--- src/rtl/rv_pkg.sv ---
// Shared RV32I definitions: widths, special instruction words, opcodes,
// fetch state encoding and the IF/ID payload type.
package rv_pkg;

  localparam int unsigned XLEN = 32;

  localparam logic [31:0] NOP    = 32'h0000_0013;
  localparam logic [31:0] ECALL  = 32'h0000_0073;
  localparam logic [31:0] EBREAK = 32'h0010_0073;

  localparam logic [6:0] OP_RTYPE  = 7'b0110011;
  localparam logic [6:0] OP_LOAD   = 7'b0000011;
  localparam logic [6:0] OP_IMM    = 7'b0010011;
  localparam logic [6:0] OP_STORE  = 7'b0100011;
  localparam logic [6:0] OP_BRANCH = 7'b1100011;
  localparam logic [6:0] OP_JAL    = 7'b1101111;
  localparam logic [6:0] OP_JALR   = 7'b1100111;

  typedef enum logic [1:0] {
    RUN   = 2'd0,
    DRAIN = 2'd1,
    HALT  = 2'd2
  } fetch_state_e;

  typedef struct packed {
    logic [XLEN-1:0] pc;
    logic [XLEN-1:0] pc4;
    logic [31:0]     instr;
    logic            valid;
  } if_id_t;

  // A bubble decodes as addi x0,x0,0 so it can never disturb architectural state.
  localparam if_id_t IF_ID_BUBBLE = '{pc: '0, pc4: '0, instr: NOP, valid: 1'b0};

  function automatic logic is_halt_instr(input logic [31:0] w);
    return (w == ECALL) || (w == EBREAK);
  endfunction

endpackage

--- src/rtl/if_id_reg.sv ---
// Pipeline register with load/flush/hold; reset and flush both yield a bubble.
module if_id_reg
  import rv_pkg::*;
(
  input  logic   clk,
  input  logic   rst,
  input  logic   i_load,
  input  logic   i_flush,
  input  if_id_t i_d,
  output if_id_t o_q
);

  if_id_t r_q;

  // Flush wins over load; neither asserted means hold.
  always_ff @(posedge clk) begin
    if (rst || i_flush) begin
      r_q <= IF_ID_BUBBLE;
    end else if (i_load) begin
      r_q <= i_d;
    end
  end

  assign o_q = r_q;

endmodule

--- src/rtl/if_stage.sv ---
// RV32I instruction fetch: PC and next-PC selection, IF/ID register,
// ECALL/EBREAK drain-and-halt sequencing and a fetched-instruction counter.
module if_stage
  import rv_pkg::*;
#(
  parameter logic [XLEN-1:0] RESET_PC     = 32'h0000_0000,
  parameter int unsigned     DRAIN_CYCLES = 3
) (
  input  logic            clk,
  input  logic            rst,
  input  logic            stall_i,
  input  logic            redirect_i,
  input  logic [XLEN-1:0] redirect_pc_i,
  output logic [XLEN-1:0] imem_addr_o,
  input  logic [31:0]     imem_rdata_i,
  output logic [XLEN-1:0] if_id_pc_o,
  output logic [XLEN-1:0] if_id_pc4_o,
  output logic [31:0]     if_id_instr_o,
  output logic            if_id_valid_o,
  output logic            halted_o,
  output logic            misalign_o,
  output logic [31:0]     fetch_count_o
);

  localparam int unsigned DRAIN_W = 3;

  fetch_state_e      r_state;
  fetch_state_e      w_state_nxt;
  logic [XLEN-1:0]   r_pc;
  logic [XLEN-1:0]   w_pc_nxt;
  logic [XLEN-1:0]   w_pc4;
  logic [DRAIN_W-1:0] r_drain;
  logic [DRAIN_W-1:0] w_drain_nxt;
  logic              r_halted;
  logic              r_misalign;
  logic              w_misalign_nxt;
  logic [31:0]       r_fetch_count;
  logic              w_count_inc;
  logic              w_load;
  logic              w_flush;
  if_id_t            w_if_id_d;
  if_id_t            w_if_id_q;

  assign w_pc4     = r_pc + XLEN'(4);
  assign w_if_id_d = '{pc: r_pc, pc4: w_pc4, instr: imem_rdata_i, valid: 1'b1};

  always_ff @(posedge clk) begin
    if (rst) begin
      r_state <= RUN;
    end else begin
      r_state <= w_state_nxt;
    end
  end

  // Priority inside RUN/DRAIN: redirect > stall > normal; HALT ignores everything.
  always_comb begin
    w_state_nxt    = r_state;
    w_pc_nxt       = r_pc;
    w_drain_nxt    = r_drain;
    w_misalign_nxt = 1'b0;
    w_count_inc    = 1'b0;
    w_load         = 1'b0;
    w_flush        = 1'b0;
    case (r_state)
      RUN, DRAIN: begin
        if (redirect_i) begin
          w_state_nxt    = RUN;
          w_pc_nxt       = {redirect_pc_i[XLEN-1:2], 2'b00};
          w_flush        = 1'b1;
          w_misalign_nxt = (redirect_pc_i[1:0] != 2'b00);
        end else if (!stall_i) begin
          if (r_state == RUN) begin
            w_load      = 1'b1;
            w_count_inc = 1'b1;
            if (is_halt_instr(imem_rdata_i)) begin
              w_state_nxt = DRAIN;
              w_drain_nxt = DRAIN_W'(DRAIN_CYCLES);
            end else begin
              w_pc_nxt = w_pc4;
            end
          end else begin
            w_flush     = 1'b1;
            w_drain_nxt = r_drain - DRAIN_W'(1);
            if (r_drain == DRAIN_W'(1)) begin
              w_state_nxt = HALT;
            end
          end
        end
      end
      default: ;
    endcase
  end

  always_ff @(posedge clk) begin
    if (rst) begin
      r_pc          <= RESET_PC;
      r_drain       <= '0;
      r_halted      <= 1'b0;
      r_misalign    <= 1'b0;
      r_fetch_count <= '0;
    end else begin
      r_pc       <= w_pc_nxt;
      r_drain    <= w_drain_nxt;
      r_halted   <= (w_state_nxt == HALT);
      r_misalign <= w_misalign_nxt;
      if (w_count_inc) begin
        r_fetch_count <= r_fetch_count + 32'd1;
      end
    end
  end

  if_id_reg u_if_id_reg (
    .clk     (clk),
    .rst     (rst),
    .i_load  (w_load),
    .i_flush (w_flush),
    .i_d     (w_if_id_d),
    .o_q     (w_if_id_q)
  );

  assign imem_addr_o   = r_pc;
  assign if_id_pc_o    = w_if_id_q.pc;
  assign if_id_pc4_o   = w_if_id_q.pc4;
  assign if_id_instr_o = w_if_id_q.instr;
  assign if_id_valid_o = w_if_id_q.valid;
  assign halted_o      = r_halted;
  assign misalign_o    = r_misalign;
  assign fetch_count_o = r_fetch_count;

endmodule
--- config.mk ---
export PLATFORM = sky130hd
export DESIGN_NAME = if_stage
export DESIGN_NICKNAME = d
export VERILOG_FILES = /design/src/rtl/rv_pkg.sv /design/src/rtl/if_id_reg.sv /design/src/rtl/if_stage.sv
export SDC_FILE = /design/constraint.sdc
export NUM_CORES = 1
export LEC_CHECK = 0
export ABC_AREA = 1
export CORE_ASPECT_RATIO = 1.4
export CORE_UTILIZATION = 50
export CTS_BUF_LIST = sky130_fd_sc_hd__clkbuf_8
export DETAILED_ROUTE_END_ITERATION = 7
export PLACE_DENSITY = 0.82
export SLEW_MARGIN = 25
export SYNTH_ARGS = -nofsm -noshare
export SYNTH_HDL_FRONTEND = slang
export SYNTH_SLANG_ARGS = --single-unit
--- constraint.sdc ---
create_clock -name clk -period 2 [get_ports clk]
set_clock_uncertainty 0.15 [all_clocks]
set_input_delay 0.2 -clock clk [delete_from_list [all_inputs] [get_ports clk]]
set_output_delay 0.2 -clock clk [all_outputs]
set_load 0.005 [all_outputs]
==> key figures <==
Floorplan
  – Die outline area: 0.0168 mm^2
  – Core area: 0.0157 mm^2
  – Cell row count: 54
  – Starting utilization of the core area: 51.8%
  – Die span in x: 110 um
  – Die Span Y: 153 um
  – Boundary Pins: 231

Clock tree
  – # clock sinks: 162
  – Clock root buffer master: sky130_fd_sc_hd__clkbuf_8
  – Skew-Pair Late Insertion Delay: 0.47 ns
  – CTS buffer count: 17
  – CTS tree: done
  – Clk buf depth: 2
  – Clock H-tree levels: 4
  – Clock-pin slew on the worst setup and hold paths: 0.10 ns

Route
  – Metal-1 WL: 9780 um
  – Average wire length per cell after detail routing: 15.5 um
  – Wire length on met3: 1600 um
  – Length of the first detailed-routing pass in iterations: 5
  – Routed vias/inst: 5.18
  – Post-route DRC: 0
  – Highest routing layer actually used: met4
  – Number of nets still failing antenna checks after routing: 0
  – Wire length reported by the detailed router: 25900 um
  – Initial drt markers: 638
  – Via count: 8679
  – Met2 layer wire length in the routed design: 13500 um

STA
  – Worst slew margin relative to its limit: 65.0%
  – Worst Hold Slack: 0.0526 ns
  – Pin slew with the least headroom to its limit: 0.526 ns
  – Shortest period the worst path allows: 1.93 ns
  – Share of the clock period used by the worst path: 96.4%
  – Number of hold-slack violations in the final timing report: 0
  – Count of final setup violators: 0
  – Worst Slack Setup Final: 0.0723 ns
  – FMAX: 0.519 GHz
  – Final number of max-transition violations: 0

Layout
  – Antenna cells: 0
  – Final Net Count: 1538
  – Area overhead of the layout relative to synthesis: 37.6%
  – Fraction of final layout cells with drive strength greater than 1: 8.65%
  – Fin util: 71.2%
  – Layout Cells excl Fill: 1675

Critical path
  – Total buffers and inverters traversed by the critical path: 2
  – Worst endpoint required time: 1.65 ns
  – Cell class contributing the biggest share of worst-path delay: buffers and inverters
  – CP Class: flop to output pin
  – Worst path slowest cell: sky130_fd_sc_hd__clkdlybuf4s50_1
  – List of cells traversed by the critical path: buf_4, clkdlybuf4s50_1
  – Worst endpoint data arrival time: 1.58 ns
  – Startpoint type of the worst setup path: flop
  – Element type at the critical path end: output pin
  – Stage delay of the slowest cell on the critical path: 0.50 ns
  – Critical path fanouts, max: 4

Logic synthesis
  – Cell area after synthesis: 0.00815 mm^2
  – Count of distinct cell types in the synthesized netlist: 37
  – Portion of synthesized cell area occupied by the leading cell type: 39.8%
  – Biggest area contributors in the synthesized netlist: sky130_fd_sc_hd__dfxtp_1 40%, sky130_fd_sc_hd__nand2_1 15%, sky130_fd_sc_hd__nor2_1 8.8%
  – Post-synthesis average cell area: 6.57 um^2
  – Number of enable flip-flop cells after synthesis: 0
  – Prevailing post-synth register cell: sky130_fd_sc_hd__dfxtp_1
  – Cell type with the highest aggregate area in the netlist: sky130_fd_sc_hd__dfxtp_1
  – Number of register bits inferred by synthesis: 162
  – Most frequently used cell type in the post-synthesis netlist: sky130_fd_sc_hd__nand2_1
  – Synthesis Warnings: 0
  – Number of standard cells after synthesis: 1241
  – Post-synth top cells: 328 x sky130_fd_sc_hd__nand2_1, 190 x sky130_fd_sc_hd__nor2_1, 162 x sky130_fd_sc_hd__dfxtp_1
  – Fraction of registers with async set or reset after synthesis: 0%
  – Share of the yosys chip area belonging to registers: 39.8%

Job
  – Max-capacitance violation count: 0

Global routing
  – Number of antenna violations at the first check in global routing: 0
  – All-Layer GR Usage: 31.0%
  – Largest net degree at the start of global routing: 53
  – Grt total ovfl: 0
  – First-pass GRT wire length: 40300 um
  – Vias in the first global route: 8298

Pwr
  – Pleak: 0.00457 uW
  – Areal power density over the cells: 620 mW/mm^2
  – Power consumption: 6950 uW
  – Worst ir drop on vdd: 0.000452 V

Placed design
  – Number of input and output port buffers inserted: 224
  – Post-Place Worst Slack: -0.0735 ns
  – Routability congestion estimate from global placement: 0.967
  – Dpl hpwl: 19500 um
  – Placed Cells: 1643

Run status
  – Result of the run: finished, final reports clean

Min path
  – Path type of the worst min-delay path: input port to flop
[registers in the layout (all words and copies together), names as in the netlist]
register and cells:
fetch_count_o 32, halted_o 1, imem_addr_o 30, misalign_o 1, r_drain 3, r_state 2
u_if_id_reg.o_q 93
[report_power, final]
part	internal (uW)	leakage [uW]	total, uW	switching [uW]
sequential	3340	0.00132	3430	95.4
clock	1160	0.000196	2460	1300
combinational	533	0.00305	1060	527
total	5030	0.00457	6950	1920
[metrics by stage]
stage | area [um^2] | TNS (ns)
after floorplan | 8170 | 0
after global placement | 10800 | -0.0586
after detailed placement | 10800 | -1.78
after CTS | 11200 | 0
after global routing | 11200 | -0.00184
final | 11200 | 0
[path summary, 6_finish.rpt]
check                                    startpoint                  end  slack [ns]  depth (start not counted)
worst max-delay path                 imem_addr_o[4]       imem_addr_o[4]        0.07                          2
worst min-delay path                     redirect_i           misalign_o        0.05                          5
worst max register to register       imem_addr_o[2]      imem_addr_o[20]        0.13                          9
worst min register to register  u_if_id_reg.o_q[35]  u_if_id_reg.o_q[35]        0.32                          2
[worst register-to-register path: stages, from the launching register on]
cell and delay [ns]:
sky130_fd_sc_hd__dfxtp_1 0.35, sky130_fd_sc_hd__ha_1 0.26, sky130_fd_sc_hd__nand3_4 0.16, sky130_fd_sc_hd__nor2_4 0.17, sky130_fd_sc_hd__and2_1 0.19, sky130_fd_sc_hd__buf_4 0.15, sky130_fd_sc_hd__nand4_1 0.10, sky130_fd_sc_hd__a21oi_1 0.16
sky130_fd_sc_hd__nor2_1 0.07, sky130_fd_sc_hd__nor2_1 0.08
[per-layer routing]
metal	track usage, %	vias to the layer above
met5	0	-
met2	55.7	347
met3	6.35	79
met1	33.8	3917
met4	14.7	0
li1	-	4336
[layout make-up]
cell class,instances,area (um^2)
inverters,127,479
fillers,1381,4530
clock inverters,14,154
clock buffers,18,248
repair buffers,290,2880
flip-flops and latches,162,3250
well taps,196,245
multi-input cells,868,3950
[cells by family after synthesis]
logic type                 after synthesis  share of synthesized area, %
AOI/OAI and AO/OA                      193                          12.5
xor gates and xnor gates                20                          2.15
adders and majority gates                4                         0.614
buffers and inverters                  216                          12.1
DFF                                    162                          39.8
other                                    1                        0.0460
and+or+nand+nor                        645                          32.8
[timing repair]
| action | in CTS | in global routing |
|---|---|---|
| hold endpoints to repair | 0 | 0 |
| hold buffers | 0 | 0 |
| endpoints found under the setup margin | 0 | 12 |
| buffers inserted | 0 | 0 |
| resized for setup | 0 | 7 |
[layout by cell type, fill, tap and decap left out, types with 6 or more instances in the layout]
| cell type | n |
|---|---|
| sky130_fd_sc_hd__clkbuf_8 | 18 |
| sky130_fd_sc_hd__buf_12 | 12 |
| sky130_fd_sc_hd__conb_1 | 6 |
| sky130_fd_sc_hd__xor2_1 | 17 |
| sky130_fd_sc_hd__nor2_1 | 189 |
| sky130_fd_sc_hd__a21oi_1 | 95 |
| sky130_fd_sc_hd__nor3_1 | 15 |
| sky130_fd_sc_hd__inv_1 | 124 |
| sky130_fd_sc_hd__buf_4 | 54 |
| sky130_fd_sc_hd__nand3_1 | 81 |
| sky130_fd_sc_hd__nor2_2 | 9 |
| sky130_fd_sc_hd__nand2_1 | 327 |
| sky130_fd_sc_hd__dfxtp_1 | 158 |
| sky130_fd_sc_hd__o21ai_0 | 72 |
| sky130_fd_sc_hd__o211ai_1 | 18 |
| sky130_fd_sc_hd__clkdlybuf4s50_1 | 223 |
Note: power is estimated with default switching activity, not from simulation.
==> patch (same settings) <==
Set the package constant `XLEN` to 64 (it was 32).
--- a/src/rtl/rv_pkg.sv
+++ b/src/rtl/rv_pkg.sv
@@ -3,5 +3,5 @@
 package rv_pkg;
 
-  localparam int unsigned XLEN = 32;
+  localparam int unsigned XLEN = 64;
 
   localparam logic [31:0] NOP    = 32'h0000_0013;
Ports: changed (resized if_id_pc4_o, if_id_pc_o, imem_addr_o and redirect_pc_i); port bits go from 231 to 359. The function was not compared with the original's and may differ.
==> patch against the original RTL <==
Total power grew 82%. Area after synthesis rose by 65%. Sequential cell count rose by 96. Hold slack worse by 0.028 ns. Count of clock-buffer cells in the layout rose by 32. Cell area rose by 77%. Clock power rose by 100%. Routed wire length increased by 110%. Register-to-register slack got worse by 0.10 ns. Worst setup slack got worse by 0.060 ns. Die area increased by 64%. Via count up 83%.
==> patch: results (changes against the original RTL) <==
Parameter                              Value

Run status
  Run status ... finished clean (unchanged)

Global routing
  GRT met3 Usage ... 0.0642 (was 0.0635)
  Wire length of the first global-routing pass ... 81500 um (was 40300 um)
  Maximum number of pins on one net before global-route repair ... 91 (was 53)
  Overall Global Routing Usage ... 0.381 (was 0.310)
  Antenna violations before repair ... 3 (was 0)

Power
  Leakage power ... 8.39 nW (was 4.57 nW)
  Switching power ... 3.59 mW (was 1.92 mW)
  Combinational cell fraction of total power ... 0.166 (was 0.153)
  Clock Power Share ... 0.395 (was 0.354)

Critical path
  Launch point of the worst reg-to-reg path ... imem_addr_o[3]$_SDFFE_PP0P_ (was imem_addr_o[2]$_SDFFE_PP0P_)
  Worst r2r dst ... imem_addr_o[19]$_SDFFE_PP0P_ (was imem_addr_o[20]$_SDFFE_PP0P_)
  Worst setup path startpoint ... imem_addr_o[26]$_SDFFE_PP0P_ (was imem_addr_o[4]$_SDFFE_PP0P_)
  Worst EP arrival ... 1.64 ns (was 1.58 ns)
  Critical Path End ... imem_addr_o[26] (was imem_addr_o[4])

Layout
  Area growth, synth to finish ... 47.7% (was 37.6%)

Clocking
  Clock latency at the later pin of the worst-skew pair ... 0.60 ns (was 0.47 ns)
  Cts-stage hold buffer count ... 3 (was 0)
  Max Root-Sink Buffers ... 3 (was 2)
  Post-CTS clock slew at the launch and capture registers of the worst setup and hold paths ... 0.07 ns (was 0.10 ns)

Synth
  Most frequent cells after synthesis ... sky130_fd_sc_hd__nand2_1 (540), sky130_fd_sc_hd__nor2_1 (309), sky130_fd_sc_hd__dfxtp_1 (258) (was sky130_fd_sc_hd__nand2_1 (328), sky130_fd_sc_hd__nor2_1 (190), sky130_fd_sc_hd__dfxtp_1 (162))
  Per-instance average area after synthesis ... 6.48 um2 (was 6.57 um2)

Placement
  Port bufs ... 352 (was 224)
  Placed Area ... 18100 um2 (was 10800 um2)
  Global placement routability congestion ... 0.959 (was 0.967)
  Placed cell count ... 2784 (was 1643)

STA
  Hold Worst Slack ... 0.0243 ns (was 0.0526 ns)
  Rel. slew slack ... 0.644 (was 0.650)

Drt
  Count of TritonRoute iterations in the first routing pass ... 6 (was 5)
  Initial detailed-routing violation count ... 1334 (was 638)
## patch: cell count changes after synthesis, sizes merged, moves of 23 or more
cell | unedited run | this run
dfxtp | 162 | 258
inv | 127 | 201
o21ai | 76 | 179
nor2 | 201 | 327
nand2 | 331 | 543
clkbuf | 29 | 52
a21oi | 95 | 165
buf | 60 | 108
## patch: cells by family after synthesis
family,synth area share
AND/OR/NAND/NOR,0.319
AO/OA/AOI/OAI,0.156
buffers and inverters,0.123
flip-flops,0.385
XOR/XNOR,0.0131
adder cells (fa/ha/maj),0.00373
other,0.000279
## patch: per-layer routing
layer / up-vias / wire length (um)
met5: - / 0
li1: 7478 / -
met1: 7406 / 21100
met3: 220 / 4120
met2: 788 / 26300
met4: 0 / 3590
## patch: layout make-up
cell class	count	area share
multi-input combinational	1458	0.353
antenna	2	0.000252
timing repair buffer	573	0.280
tap	324	0.0205
clock inverter	22	0.00972
sequential	258	0.263
clock buffer	50	0.0347
inverter	201	0.0387
